$ cat src/rtl/regfile_wb_arbiter.sv
// Register-file write-port arbiter: core writeback vs. one out-of-order
// multi-cycle unit, with a result FIFO, starvation guard and RAW scoreboard.
//
// Ports:
//   clock, reset            rising-edge clock, synchronous active-high reset
//   core_wEn/wreg/wdata     single-cycle core writeback request (0-latency)
//   ext_valid/ready         multi-cycle result handshake (ready = not full)
//   ext_wreg/wdata          multi-cycle result destination and data
//   issue_en/issue_reg      marks a multi-cycle destination as pending
//   rs1, rs2, hazard        decode sources; hazard if either is pending
//   stall_req               core must hold its writeback this cycle
//   wEn/write_reg/write_data  regFile write port

module regfile_wb_arbiter #(
    parameter int DEPTH    = 2,
    parameter int MAX_WAIT = 4
) (
    input  logic        clock,
    input  logic        reset,
    input  logic        core_wEn,
    input  logic [4:0]  core_wreg,
    input  logic [31:0] core_wdata,
    input  logic        ext_valid,
    output logic        ext_ready,
    input  logic [4:0]  ext_wreg,
    input  logic [31:0] ext_wdata,
    input  logic        issue_en,
    input  logic [4:0]  issue_reg,
    input  logic [4:0]  rs1,
    input  logic [4:0]  rs2,
    output logic        hazard,
    output logic        stall_req,
    output logic        wEn,
    output logic [4:0]  write_reg,
    output logic [31:0] write_data
);

    localparam int PW = (DEPTH > 1) ? $clog2(DEPTH) : 1;
    localparam int CW = PW + 1;
    localparam logic [CW-1:0] FULL_CNT = CW'(DEPTH);
    localparam logic [3:0]    WAIT_LIM = 4'(MAX_WAIT);

    // Result FIFO storage; data is not reset, only the pointers are.
    logic [4:0]    fifo_reg  [DEPTH];
    logic [31:0]   fifo_data [DEPTH];
    logic [PW-1:0] wr_ptr;
    logic [PW-1:0] rd_ptr;
    logic [CW-1:0] count;

    logic [3:0]    wait_cnt;
    logic [3:0]    wait_inc;
    logic [3:0]    wait_next;
    logic          stall_q;
    logic          stall_next;

    logic [31:0]   pending;
    logic [31:0]   pending_next;
    logic [31:0]   set_mask;
    logic [31:0]   clr_mask;

    logic          fifo_empty;
    logic          push;
    logic          pop;
    logic          grant_core;
    logic          grant_fifo;
    logic [4:0]    head_reg;
    logic [31:0]   head_data;
    logic [4:0]    g_reg;
    logic [31:0]   g_data;

    assign fifo_empty = (count == '0);
    assign head_reg   = fifo_reg[rd_ptr];
    assign head_data  = fifo_data[rd_ptr];

    // Ready depends only on registered count, so a same-cycle pop
    // never feeds back into the producer handshake.
    assign ext_ready = !reset && (count != FULL_CNT);
    assign push      = ext_valid && ext_ready;
    assign pop       = grant_fifo;
    assign stall_req = stall_q;

    // Forced grant first, then core, then opportunistic FIFO drain.
    always_comb begin
        grant_core = 1'b0;
        grant_fifo = 1'b0;
        if (!reset) begin
            if (stall_q && !fifo_empty) begin
                grant_fifo = 1'b1;
            end else if (core_wEn) begin
                grant_core = 1'b1;
            end else if (!fifo_empty) begin
                grant_fifo = 1'b1;
            end
        end
    end

    always_comb begin
        g_reg  = 5'd0;
        g_data = 32'd0;
        if (grant_fifo) begin
            g_reg  = head_reg;
            g_data = head_data;
        end else if (grant_core) begin
            g_reg  = core_wreg;
            g_data = core_wdata;
        end
    end

    // x0 grants still consume the slot but never reach the regFile.
    assign wEn        = (grant_fifo || grant_core) && (g_reg != 5'd0);
    assign write_reg  = g_reg;
    assign write_data = g_data;

    // Starvation guard: stall is raised on the edge where the head
    // has waited MAX_WAIT cycles, forcing a grant on the next cycle.
    always_comb begin
        wait_inc   = (wait_cnt == 4'hF) ? wait_cnt : wait_cnt + 4'd1;
        wait_next  = 4'd0;
        stall_next = 1'b0;
        if (!fifo_empty && !pop) begin
            wait_next  = wait_inc;
            stall_next = stall_q || (wait_inc >= WAIT_LIM);
        end
    end

    // Scoreboard: a same-cycle issue of the retiring register wins.
    always_comb begin
        set_mask = 32'd0;
        clr_mask = 32'd0;
        if (issue_en && (issue_reg != 5'd0)) begin
            set_mask = 32'd1 << issue_reg;
        end
        if (pop) begin
            clr_mask = 32'd1 << head_reg;
        end
        pending_next = ((pending & ~clr_mask) | set_mask) & ~32'd1;
    end

    assign hazard = !reset && (pending[rs1] || pending[rs2]);

    always_ff @(posedge clock) begin
        if (push) begin
            fifo_reg[wr_ptr]  <= ext_wreg;
            fifo_data[wr_ptr] <= ext_wdata;
        end
    end

    always_ff @(posedge clock) begin
        if (reset) begin
            wr_ptr   <= '0;
            rd_ptr   <= '0;
            count    <= '0;
            wait_cnt <= 4'd0;
            stall_q  <= 1'b0;
            pending  <= 32'd0;
        end else begin
            if (push) begin
                wr_ptr <= wr_ptr + PW'(1);
            end
            if (pop) begin
                rd_ptr <= rd_ptr + PW'(1);
            end
            if (push && !pop) begin
                count <= count + CW'(1);
            end else if (pop && !push) begin
                count <= count - CW'(1);
            end
            wait_cnt <= wait_next;
            stall_q  <= stall_next;
            pending  <= pending_next;
        end
    end

endmodule

$ cat config.mk
export PLATFORM = sky130hd
export DESIGN_NAME = regfile_wb_arbiter
export DESIGN_NICKNAME = d
export VERILOG_FILES = /design/src/rtl/regfile_wb_arbiter.sv
export SDC_FILE = /design/constraint.sdc
export NUM_CORES = 1
export LEC_CHECK = 0
export ABC_AREA = 1
export CORE_MARGIN = 2
export CORE_UTILIZATION = 25
export CTS_BUF_LIST = sky130_fd_sc_hd__clkbuf_16
export CTS_CLUSTER_SIZE = 24
export DETAILED_ROUTE_END_ITERATION = 6
export GPL_TIMING_DRIVEN = 0
export MAX_ROUTING_LAYER = met4
export PLACE_DENSITY = 0.48
export REMOVE_ABC_BUFFERS = 1
export SYNTH_ARGS = -nofsm -noshare
export SYNTH_HDL_FRONTEND = slang
export SYNTH_SLANG_ARGS = --single-unit
$ cat constraint.sdc
create_clock -name clock -period 3.36 [get_ports clock]
set_clock_uncertainty 0.05 [all_clocks]
set_input_delay 0.504 -clock clock [delete_from_list [all_inputs] [get_ports clock]]
set_output_delay 0.504 -clock clock [all_outputs]
set_load 0.01 [all_outputs]
; ---- After elaboration in Yosys (flattened, before gate mapping)
; Memories as Yosys holds them, arrays and structs flattened. A register that Yosys moved wholly into a read port is not among the register bits.
; Cells that the tools add are included.
[op_classes]
addsub = 5
magnitude_cmp = 3
eq_ne = 2
shift = 2
mux = 26
bitwise_logic = 4
reduce_logical = 21
[op_table]
columns = op, n
row1 = $mux 32, 4
row2 = $shl 1x5->32 const A, 2
row3 = $and 32x32->32, 1
row4 = $not 32->32, 1
row5 = $or 32x32->32, 1
row6 = $mux 1, 15
row7 = $lt 5x6->1 const B, 2
row8 = $bmux 1 s5, 2
row9 = $mux 5, 2
row10 = $reduce_bool 5->1, 2
row11 = $logic_and 1x1->1, 9
row12 = $add 4x1->4 const B, 1
row13 = $eq 4x4->1 const B, 1
row14 = $ge 4x3->1 const B, 1
row15 = $logic_not 1->1, 4
row16 = $mux 2, 2
row17 = $mux 4, 1
row18 = $logic_or 1x1->1, 3
row19 = $add 1x1->1 const B, 2
row20 = $add 2x1->2 const B, 1
row21 = $logic_not 2->1, 1
row22 = $ne 2x2->1 const B, 1
row23 = $reduce_bool 2->1, 1
row24 = $reduce_or 2->1, 1
row25 = 2 further kinds, 2
[totals]
regBits = 41
ramBits = 74
input_bits = 94
out_inout_bits = 41
word_cells = 72
n_memories = 2
[memory_table]
columns = name, depth, word_bits, rd, rd_ports_with_merged_regs, wr, line
row1 = fifo_data, 2, 32, 1, 1, 1, 45  ; logic [31:0] fifo_data [DEPTH];
row2 = fifo_reg, 2, 5, 1, 1, 1, 44  ; logic [4:0] fifo_reg [DEPTH];

; ---- Depth between registers and ports, before layout
; Gate-level depths: netlist of the first run.
[depth]
ltp_word = 9
mapped_depth = 11
mapped_depth_nobuf = 9

; ---- Least setup slack after synthesis of the first run
; No wires, ideal clock.
[synth_path]
kind = input-to-reg
from = input reset
to = memory fifo_data[0][0], enable pin
setup_ns = 0.431
arrival_time_ns = 2.616
t_required_ns = 2.879
path_slack_ns = 0.263
path_stages = 4
path_buffers = 1
path_cell_list = buf_6 -> a21oi_1 -> nand2_1 -> nor2_1
[synth_via]
elab_chain_cells = 5
[synth_lines]
columns = item, line
row1 = start: declaration, 19  ; input logic reset,
row2 = $logic_not 1->1, 77  ; assign ext_ready = !reset && (count != FULL_CNT);
row3 = $logic_and 1x1->1, 77
row4 = net ext_ready, 24  ; output logic ext_ready,
row5 = $logic_and 1x1->1, 78  ; assign push = ext_valid && ext_ready;
row6 = $mux 1, 142  ; if (push) begin
row7 = $mux 1 (implied by the code), 144  ; fifo_data[wr_ptr] <= ext_wdata;
row8 = end: declaration, 45
; The timed path passes the listed nets, and every way through them passes these cells.

==> impl_metrics.py, run 1 <==
metrics = {
    "placed_design": {
        "placedInstanceArea_um2": 7340,
        "placedCellCount": 1091,
        "pre_cts_slack_ns": -1.28,
        "port_buffers": 134,
        "place.gp.congestion": 0.849,
        "hpwl_um": 11700,
    },
    "critical_path": {
        "critPathSlowestCell": "dfxtp_4",
        "r2r_start": "count[1]",
        "path_cells": "buf_12 -> nand2_1 -> o21ai_2 -> o21ai_0 -> nor2_1 -> nand2_1 -> clkdlybuf4s50_1",
        "critical_path_class": "register to output pin",
        "critPathLaunchType": "register",
        "rr_worst_depth": 7,
        "crit_path_end_kind": "output pin",
        "critical_path_required_ns": 2.81,
        "max_stage_delay_ns": 0.50,
        "r2r-end": "pending[9]",
        "r2r_slack_ns": 1.27,
        "cpMostUsedCell": "nand2_1",
        "arrival_ns": 2.61,
        "crit_path_end": "wEn",
        "critPathMaxFanout": 52,
    },
    "sta": {
        "max_slew_margin_pct": 46.3,
        "slew_viol_final": 0,
        "timing.fmax_ghz": 0.317,
        "timing.hold.ws_ns": 0.428,
        "worst_pin_slew_ns": 0.802,
        "finalCriticalPeriod_ns": 3.16,
        "finalHoldViolations": 0,
        "layout_worst_path_cycle_share_pct": 94.0,
        "fin_ws_ns": 0.201,
        "setup_viol": 0,
        "rsz0062_at_grt": "false",
    },
    "cells_and_area": {
        "fillers": 2314,
        "fin_area_um2": 8010,
        "largest_reg_flops": 64,
        "finalNonFillerCells": 1127,
        "final_nets": 923,
        "drive_above_1_share_pct": 7.74,
        "final_common_cell": "nand2_1",
        "area_growth_syn_to_layout_pct": 39.0,
        "layout_common_cells": "217 x nand2_1, 130 x clkdlybuf4s50_1, 82 x inv_1",
    },
    "floorplan": {
        "rows": 55,
        "dieWidth_um": 156,
        "coreArea_um2": 22600,
        "die_y_um": 156,
        "initial_core_util_pct": 25.4,
        "num_io_pins": 135,
        "die-area_um2": 24300,
    },
    "cts": {
        "clock_latency_ns": 0.42,
        "clk_pin_slew_worst_paths_ns": 0.05,
        "clockBufferDepth": 2,
        "cts_tree": "yes",
        "htreeDepth": 4,
        "clock_sink_count": 115,
        "hold_buffers": 0,
        "root_buffer": "clkbuf_16",
        "cts_made_buffers": 17,
    },
    "pwr": {
        "comb_power_share_pct": 13.0,
        "power.density_nw_per_um2": 501,
        "power_leakage_nw": 3.07,
        "p_sw_share_pct": 24.2,
        "p_clk_share_pct": 47.6,
        "p_int_w": 0.00304,
        "vdd_drop_max_v": 0.000364,
        "p_sw_w": 0.000968,
        "power_frac_seq_pct": 39.5,
    },
    "route": {
        "wire_per_inst_um": 14.5,
        "drtIter0Drc": 358,
        "antenna_left": 0,
        "wl_met3_um": 998,
        "via_per_inst": 4.51,
        "met2_length_um": 7270,
        "first_pass_iters": 6,
        "routed_wl_um": 16300,
        "top_layer_used": "met4",
        "num_vias": 5088,
        "met1_length_um": 7840,
        "drc_errors": 0,
    },
    "worst_hold_path": {
        "whs_path_depth": 2,
        "hold_path.class": "register to register",
        "min_from": "pending[6]",
    },
    "yosys": {
        "syn_area_per_cell_um2": 8.16,
        "synthCells": 706,
        "synth_seq_cells": 115,
        "yosysWarningCount": 0,
        "ys_types": 28,
        "yosysSeqAreaShare_pct": 52.8,
        "netlist_area_um2": 5760,
    },
    "global_route": {
        "grt_pass1_vias": 4786,
        "grt_max_degree": 53,
        "grt_overflow": 0,
        "antenna_found_initial": 2,
        "grt_pass1_wl_um": 25700,
        "grt_use_total_pct": 14.2,
    },
    "status": {
        "status": "finished, final reports clean",
    },
    "run": {
        "drv_cap": 0,
    },
}
[through the flow]
| step | setup TNS [ns] | total power [W] | util [%] |
|---|---|---|---|
| floorplan | 0 | 0.00182 | - |
| global route | 0 | 0.00417 | 35.4 |
| global placement | -224.53 | 0.00213 | 32.1 |
| detailed placement | -54.91 | 0.00214 | 32.4 |
| finish | 0 | 0.00401 | 35.4 |
| CTS | 0 | 0.00406 | 35.3 |
[per-layer routing]
layer / GRT usage, % / up-vias
met2: 21.6 / 146
met5: - / -
met4: 4.59 / 0
li1: - / 2601
met1: 18.0 / 2322
met3: 4.36 / 19
[cell type report]
| class | count | area [um2] | share of cell area (%) |
|---|---|---|---|
| inverters | 86 | 332 | 4.14 |
| repair buffers | 139 | 1420 | 17.7 |
| diodes | 2 | 5.00 | 0.0625 |
| multi-input cells | 468 | 2220 | 27.7 |
| flip-flops and latches | 115 | 3050 | 38.1 |
| clock buffers | 17 | 425 | 5.31 |
| clock inverters | 15 | 206 | 2.58 |
| well taps | 285 | 357 | 4.45 |
[cell usage after synthesis]
cell / count / area, um2
buf_6: 2 / 22.5
buf_4: 1 / 7.51
a31oi_1: 2 / 12.5
o21ai_0: 39 / 195
edfxtp_1: 74 / 2220
a21oi_4: 1 / 16.3
o211ai_1: 31 / 233
clkbuf_1: 17 / 63.8
nand3b_1: 2 / 15.0
nor3_1: 6 / 30.0
a21oi_1: 42 / 210
nand2_1: 217 / 815
nand3_1: 73 / 365
nand2_4: 1 / 11.3
ha_1: 2 / 25.0
o21ai_2: 10 / 87.6
dfxtp_1: 41 / 821
or2_2: 4 / 25.0
nor2_1: 31 / 116
inv_2: 3 / 11.3
clkbuf_2: 1 / 5.00
o21ai_1: 2 / 10.0
buf_12: 1 / 20.0
inv_1: 83 / 312
nor2_2: 1 / 6.26
nor4_1: 3 / 18.8
or2_1: 1 / 6.26
buf_2: 15 / 75.1
[kinds of logic (layout without fill, tap and decap cells)]
family / Yosys count / after routing / synth area share (%)
simple gates: 339 / 339 / 24.5
compound gates: 127 / 127 / 13.3
buf+inv: 123 / 257 / 8.97
flops: 115 / 115 / 52.8
fa+ha+maj: 2 / 2 / 0.435
other cells: 0 / 2 / 0
[worst min-delay path by stage]
stage and to:
3_5_place_dp pending[6], 2_1_floorplan pending[2], 4_1_cts pending[6], 3_3_place_gp pending[6], 5_1_grt pending[6], 6_report pending[6]
[power by group through the flow]
stage	Sequential, W	Clock (W)	Combinational [W]
global placement	0.00163	0	0.000500
CTS	0.00158	0.00195	0.000527
floorplan	0.00162	0	0.000208
finish	0.00158	0.00191	0.000520
global route	0.00159	0.00200	0.000575
detailed placement	0.00161	0	0.000523
[critical path, delay by kind of cell (launching register included)]
family | cells | cell delay [ns]
buffers and inverters | 2 | 0.75
AND/OR/NAND/NOR | 3 | 0.52
flip-flops | 1 | 0.50
AO/OA/AOI/OAI | 2 | 0.38
[timing repair]
action,in CTS,in global routing
pin swaps,0,1
cloned,0,0
setup buffers,0,2
gates resized for setup,17,2
setup endpoints to repair,54,2
No activity file was read; power rests on OpenSTA's default activity.
==> run 2: changes to the inputs <==
Settings changed: CORE_UTILIZATION 25 to 54, PLACE_DENSITY 0.48 to 0.88, SLEW_MARGIN from default to 10.
Clock period 3.36 ns to 4 ns, I/O delays scaled along.
==> impl_metrics.py, run 2 (same netlist as run 1, synthesis figures left out) <==
metrics = {
    "critical_path": {
        "max_stage_delay_ns": 0.86,
        "crit_path_end_kind": "output pin",
        "crit_family": "buffers and inverters",
        "critical_path_required_ns": 3.35,
        "critPathSlowestCell": "clkdlybuf4s50_1",
        "critPathLaunchType": "primary input",
        "cpMostUsedCell": "nand3_1",
        "path_cells": "clkdlybuf4s50_1 -> inv_1 -> nand2_1 -> nand3_1 -> nand3_1 -> nand3_1 -> nand3_1 -> nand2_1 -> a21oi_1 -> clkdlybuf4s50_1",
        "critical_path_class": "primary input to output pin",
        "arrival_ns": 3.13,
        "critPathBufInv": 3,
        "critPathMaxFanout": 17,
    },
    "cells_and_area": {
        "fin_area_um2": 7750,
        "final_nets": 921,
        "layout_common_cells": "217 x nand2_1, 132 x clkdlybuf4s50_1, 83 x inv_1",
        "num_antenna_cells": 0,
        "utilization_pct": 75.0,
        "drive_above_1_share_pct": 6.80,
        "finalNonFillerCells": 974,
        "final_common_cell": "nand2_1",
        "area_growth_syn_to_layout_pct": 34.6,
        "largest_reg_flops": 64,
    },
    "sta": {
        "slew_viol_final": 0,
        "timing.fmax_ghz": 0.264,
        "finalCriticalPeriod_ns": 3.78,
        "tns_ns": 0,
        "layout_worst_path_cycle_share_pct": 94.5,
        "finalHoldViolations": 0,
        "setup_viol": 0,
        "worst_pin_slew_ns": 0.765,
        "max_slew_margin_pct": 49.0,
        "rsz0062_at_grt": "false",
        "timing.hold.ws_ns": 0.443,
    },
    "route": {
        "drc_errors": 0,
        "antenna_left": 0,
        "first_pass_iters": 7,
        "routed_wl_um": 17800,
        "wire_per_inst_um": 18.3,
        "via_per_inst": 5.72,
        "drtIter0Drc": 485,
        "num_vias": 5574,
    },
    "cts": {
        "clockBufferDepth": 2,
        "root_buffer": "clkbuf_16",
        "post_cts_buffers": 0,
        "htreeDepth": 4,
        "clock_latency_ns": 0.42,
        "clk_pin_slew_worst_paths_ns": 0.05,
        "clock_sink_count": 115,
        "cts_made_buffers": 17,
        "cts_tree": "yes",
    },
    "floorplan": {
        "rows": 37,
        "die_y_um": 107,
        "num_io_pins": 135,
        "die-area_um2": 11500,
        "coreArea_um2": 10300,
        "initial_core_util_pct": 55.8,
        "dieWidth_um": 107,
    },
    "global_route": {
        "grt_pass1_wl_um": 27800,
        "grt_pass1_vias": 5552,
        "grt_overflow": 0,
        "grt_use_total_pct": 32.7,
        "grt_max_degree": 49,
        "antenna_found_initial": 0,
    },
    "pwr": {
        "power_leakage_nw": 3.03,
        "power.density_nw_per_um2": 425,
        "vdd_drop_max_v": 0.000474,
    },
    "placed_design": {
        "place.gp.congestion": 0.974,
        "hpwl_um": 11100,
        "placedInstanceArea_um2": 7150,
        "port_buffers": 134,
        "placedCellCount": 942,
    },
    "run": {
        "drv_cap": 0,
    },
    "worst_hold_path": {
        "hold_path.class": "register to register",
    },
    "status": {
        "status": "finished, final reports clean",
    },
}
-- run 2: per-layer routing --
metal	wire length [um]	GRT usage, %
met5	0	-
met4	686	13.8
met3	1730	8.72
met2	8870	55.0
met1	6540	37.0
-- run 2: tightest hold or removal path, stage by stage (launching register included) --
cell	delay, ns
dfxtp_1	0.31
o21ai_0	0.07
a21oi_1	0.06
-- run 2: power breakdown --
part           internal (W)  switching [W]
clock              0.000968       0.000542
sequential          0.00131      0.0000252
combinational      0.000199       0.000248
-- run 2: final timing paths --
check	from	to	slack [ns]	depth (start not counted)
worst min register to register	pending[5]	pending[5]	0.44	2
worst max register to register	count[1]	pending[15]	1.52	7
worst min-delay path	pending[5]	pending[5]	0.44	2
worst max-delay path	rs2[0]	hazard	0.22	10
-- run 2: metrics by stage --
step                setup WS, ns  power (W)
finish                     0.219    0.00329
global route              0.0407    0.00338
CTS                        0.128    0.00328
detailed placement        -0.553    0.00178
global placement           -1.19    0.00176
floorplan                  0.680    0.00153
-- run 2: what timing repair did --
action,CTS,global route
hold buffers,0,0
gates resized for setup,3,2
setup endpoints to repair,38,2
-- run 2: cell type report --
cell class                 instances  area, um2
clock buffer                      17        425
clock inverter                    15        166
fill                             630       2580
inverter                          86        323
multi-input combinational        468       2210
sequential                       115       3040
tap                              136        170
timing repair buffer             137       1410
==> run 3: changes to the inputs <==
Settings changed: GPL_TIMING_DRIVEN 0 to 1.
==> impl_metrics.py, run 3 (same netlist as run 1, synthesis figures left out) <==
metrics = {
    "route": {
        "met2_length_um": 9220,
        "antenna_left": 0,
        "top_layer_used": "met4",
        "drtIter0Drc": 506,
        "met1_length_um": 6650,
        "drc_errors": 0,
        "wl_met3_um": 1770,
        "via_per_inst": 5.78,
        "routed_wl_um": 18600,
        "wire_per_inst_um": 19.0,
        "first_pass_iters": 5,
        "num_vias": 5654,
    },
    "cts": {
        "clockBufferDepth": 2,
        "cts_resized": 0,
        "cts_tree": "yes",
        "clk_pin_slew_worst_paths_ns": 0.05,
        "htreeDepth": 4,
        "root_buffer": "clkbuf_16",
        "clock_latency_ns": 0.42,
        "hold_buffers": 0,
        "clock_sink_count": 115,
        "cts_made_buffers": 17,
        "post_cts_buffers": 0,
    },
    "placed_design": {
        "hpwl_um": 11600,
        "placedCellCount": 946,
        "place.gp.congestion": 0.957,
        "placedInstanceArea_um2": 7140,
        "port_buffers": 134,
    },
    "pwr": {
        "vdd_drop_max_v": 0.000404,
        "power.density_nw_per_um2": 440,
        "total_power_w": 0.00343,
        "power_leakage_nw": 3.06,
    },
    "sta": {
        "tns_ns": 0,
        "slew_viol_final": 0,
        "finalHoldViolations": 0,
        "setup_viol": 0,
        "rsz0062_at_grt": "false",
        "timing.fmax_ghz": 0.287,
        "worst_pin_slew_ns": 0.731,
        "max_slew_margin_pct": 51.3,
        "finalCriticalPeriod_ns": 3.49,
        "layout_worst_path_cycle_share_pct": 87.2,
    },
    "critical_path": {
        "critPathMaxFanout": 39,
        "critical_path_required_ns": 3.35,
        "critical_path_class": "register to output pin",
        "arrival_ns": 2.84,
        "crit_path_end_kind": "output pin",
        "r2r_start": "count[1]",
        "critPathLaunchType": "register",
    },
    "cells_and_area": {
        "num_antenna_cells": 0,
        "final_nets": 925,
        "utilization_pct": 75.4,
        "drive_above_1_share_pct": 7.13,
        "fin_area_um2": 7780,
        "largest_reg_flops": 64,
        "layout_common_cells": "217 x nand2_1, 134 x clkdlybuf4s50_1, 84 x inv_1",
        "finalNonFillerCells": 978,
        "final_common_cell": "nand2_1",
        "area_growth_syn_to_layout_pct": 35.2,
    },
    "floorplan": {
        "num_io_pins": 135,
        "initial_core_util_pct": 55.8,
        "rows": 37,
        "coreArea_um2": 10300,
        "die-area_um2": 11500,
        "dieWidth_um": 107,
        "die_y_um": 107,
    },
    "global_route": {
        "grt_pass1_vias": 5638,
        "grt_use_total_pct": 34.1,
        "grt_overflow": 0,
        "grt_max_degree": 40,
        "antenna_found_initial": 0,
        "grt_pass1_wl_um": 28800,
    },
    "run": {
        "drv_cap": 0,
    },
    "status": {
        "status": "finished, final reports clean",
    },
    "worst_hold_path": {
        "min_from": "pending[22]",
        "hold_path.class": "register to register",
    },
}
## run 3: changes by cell type in the layout (fill, tap and decap cells not counted), sizes merged, moves of 2 or more
cell	change
buf	+4
bufinv	+2
clkdlybuf4s50	+2
clkinv	-2
## run 3: worst max-delay path, stage by stage, from the launching register on
cell and delay (ns):
dfxtp_2 0.79, nand2_1 0.15, o21ai_0 0.17, or2_1 0.15, buf_4 0.26, nand2_1 0.13
nor3_1 0.19, nand2_1 0.08, clkdlybuf4s50_1 0.48
## run 3: area by class of cell
cell class	instances	area, um2
fill	639	2540
timing repair buffer	141	1390
clock inverter	15	215
multi-input combinational	468	2210
inverter	86	323
tap	136	170
sequential	115	3040
clock buffer	17	425
## run 3: worst paths after layout
path	to	slack [ns]	cells after the start
setup / recovery	wEn	0.51	8
hold / removal	pending[22]	0.43	2
setup reg to reg	pending[4]	1.65	7
hold reg to reg	pending[22]	0.43	2
## run 3: routing by layer
| layer | vias up | global-route usage, % |
|---|---|---|
| li1 | 2591 | - |
| met1 | 2604 | 38.5 |
| met2 | 390 | 56.3 |
| met3 | 69 | 8.23 |
| met4 | 0 | 18.1 |
| met5 | - | - |
## run 3: power breakdown
part,internal [W],switching [W],total (W)
Clock,0.00110,0.000550,0.00165
Combinational,0.000196,0.000244,0.000441
Sequential,0.00131,0.0000291,0.00134
## run 3: stage by stage
step / setup WS, ns / hold slack, ns
global route: 0.285 / 0.446
floorplan: 0.680 / 0.394
global placement: 0.636 / 0.408
detailed placement: 0.595 / 0.423
CTS: 0.514 / 0.430
finish: 0.512 / 0.432
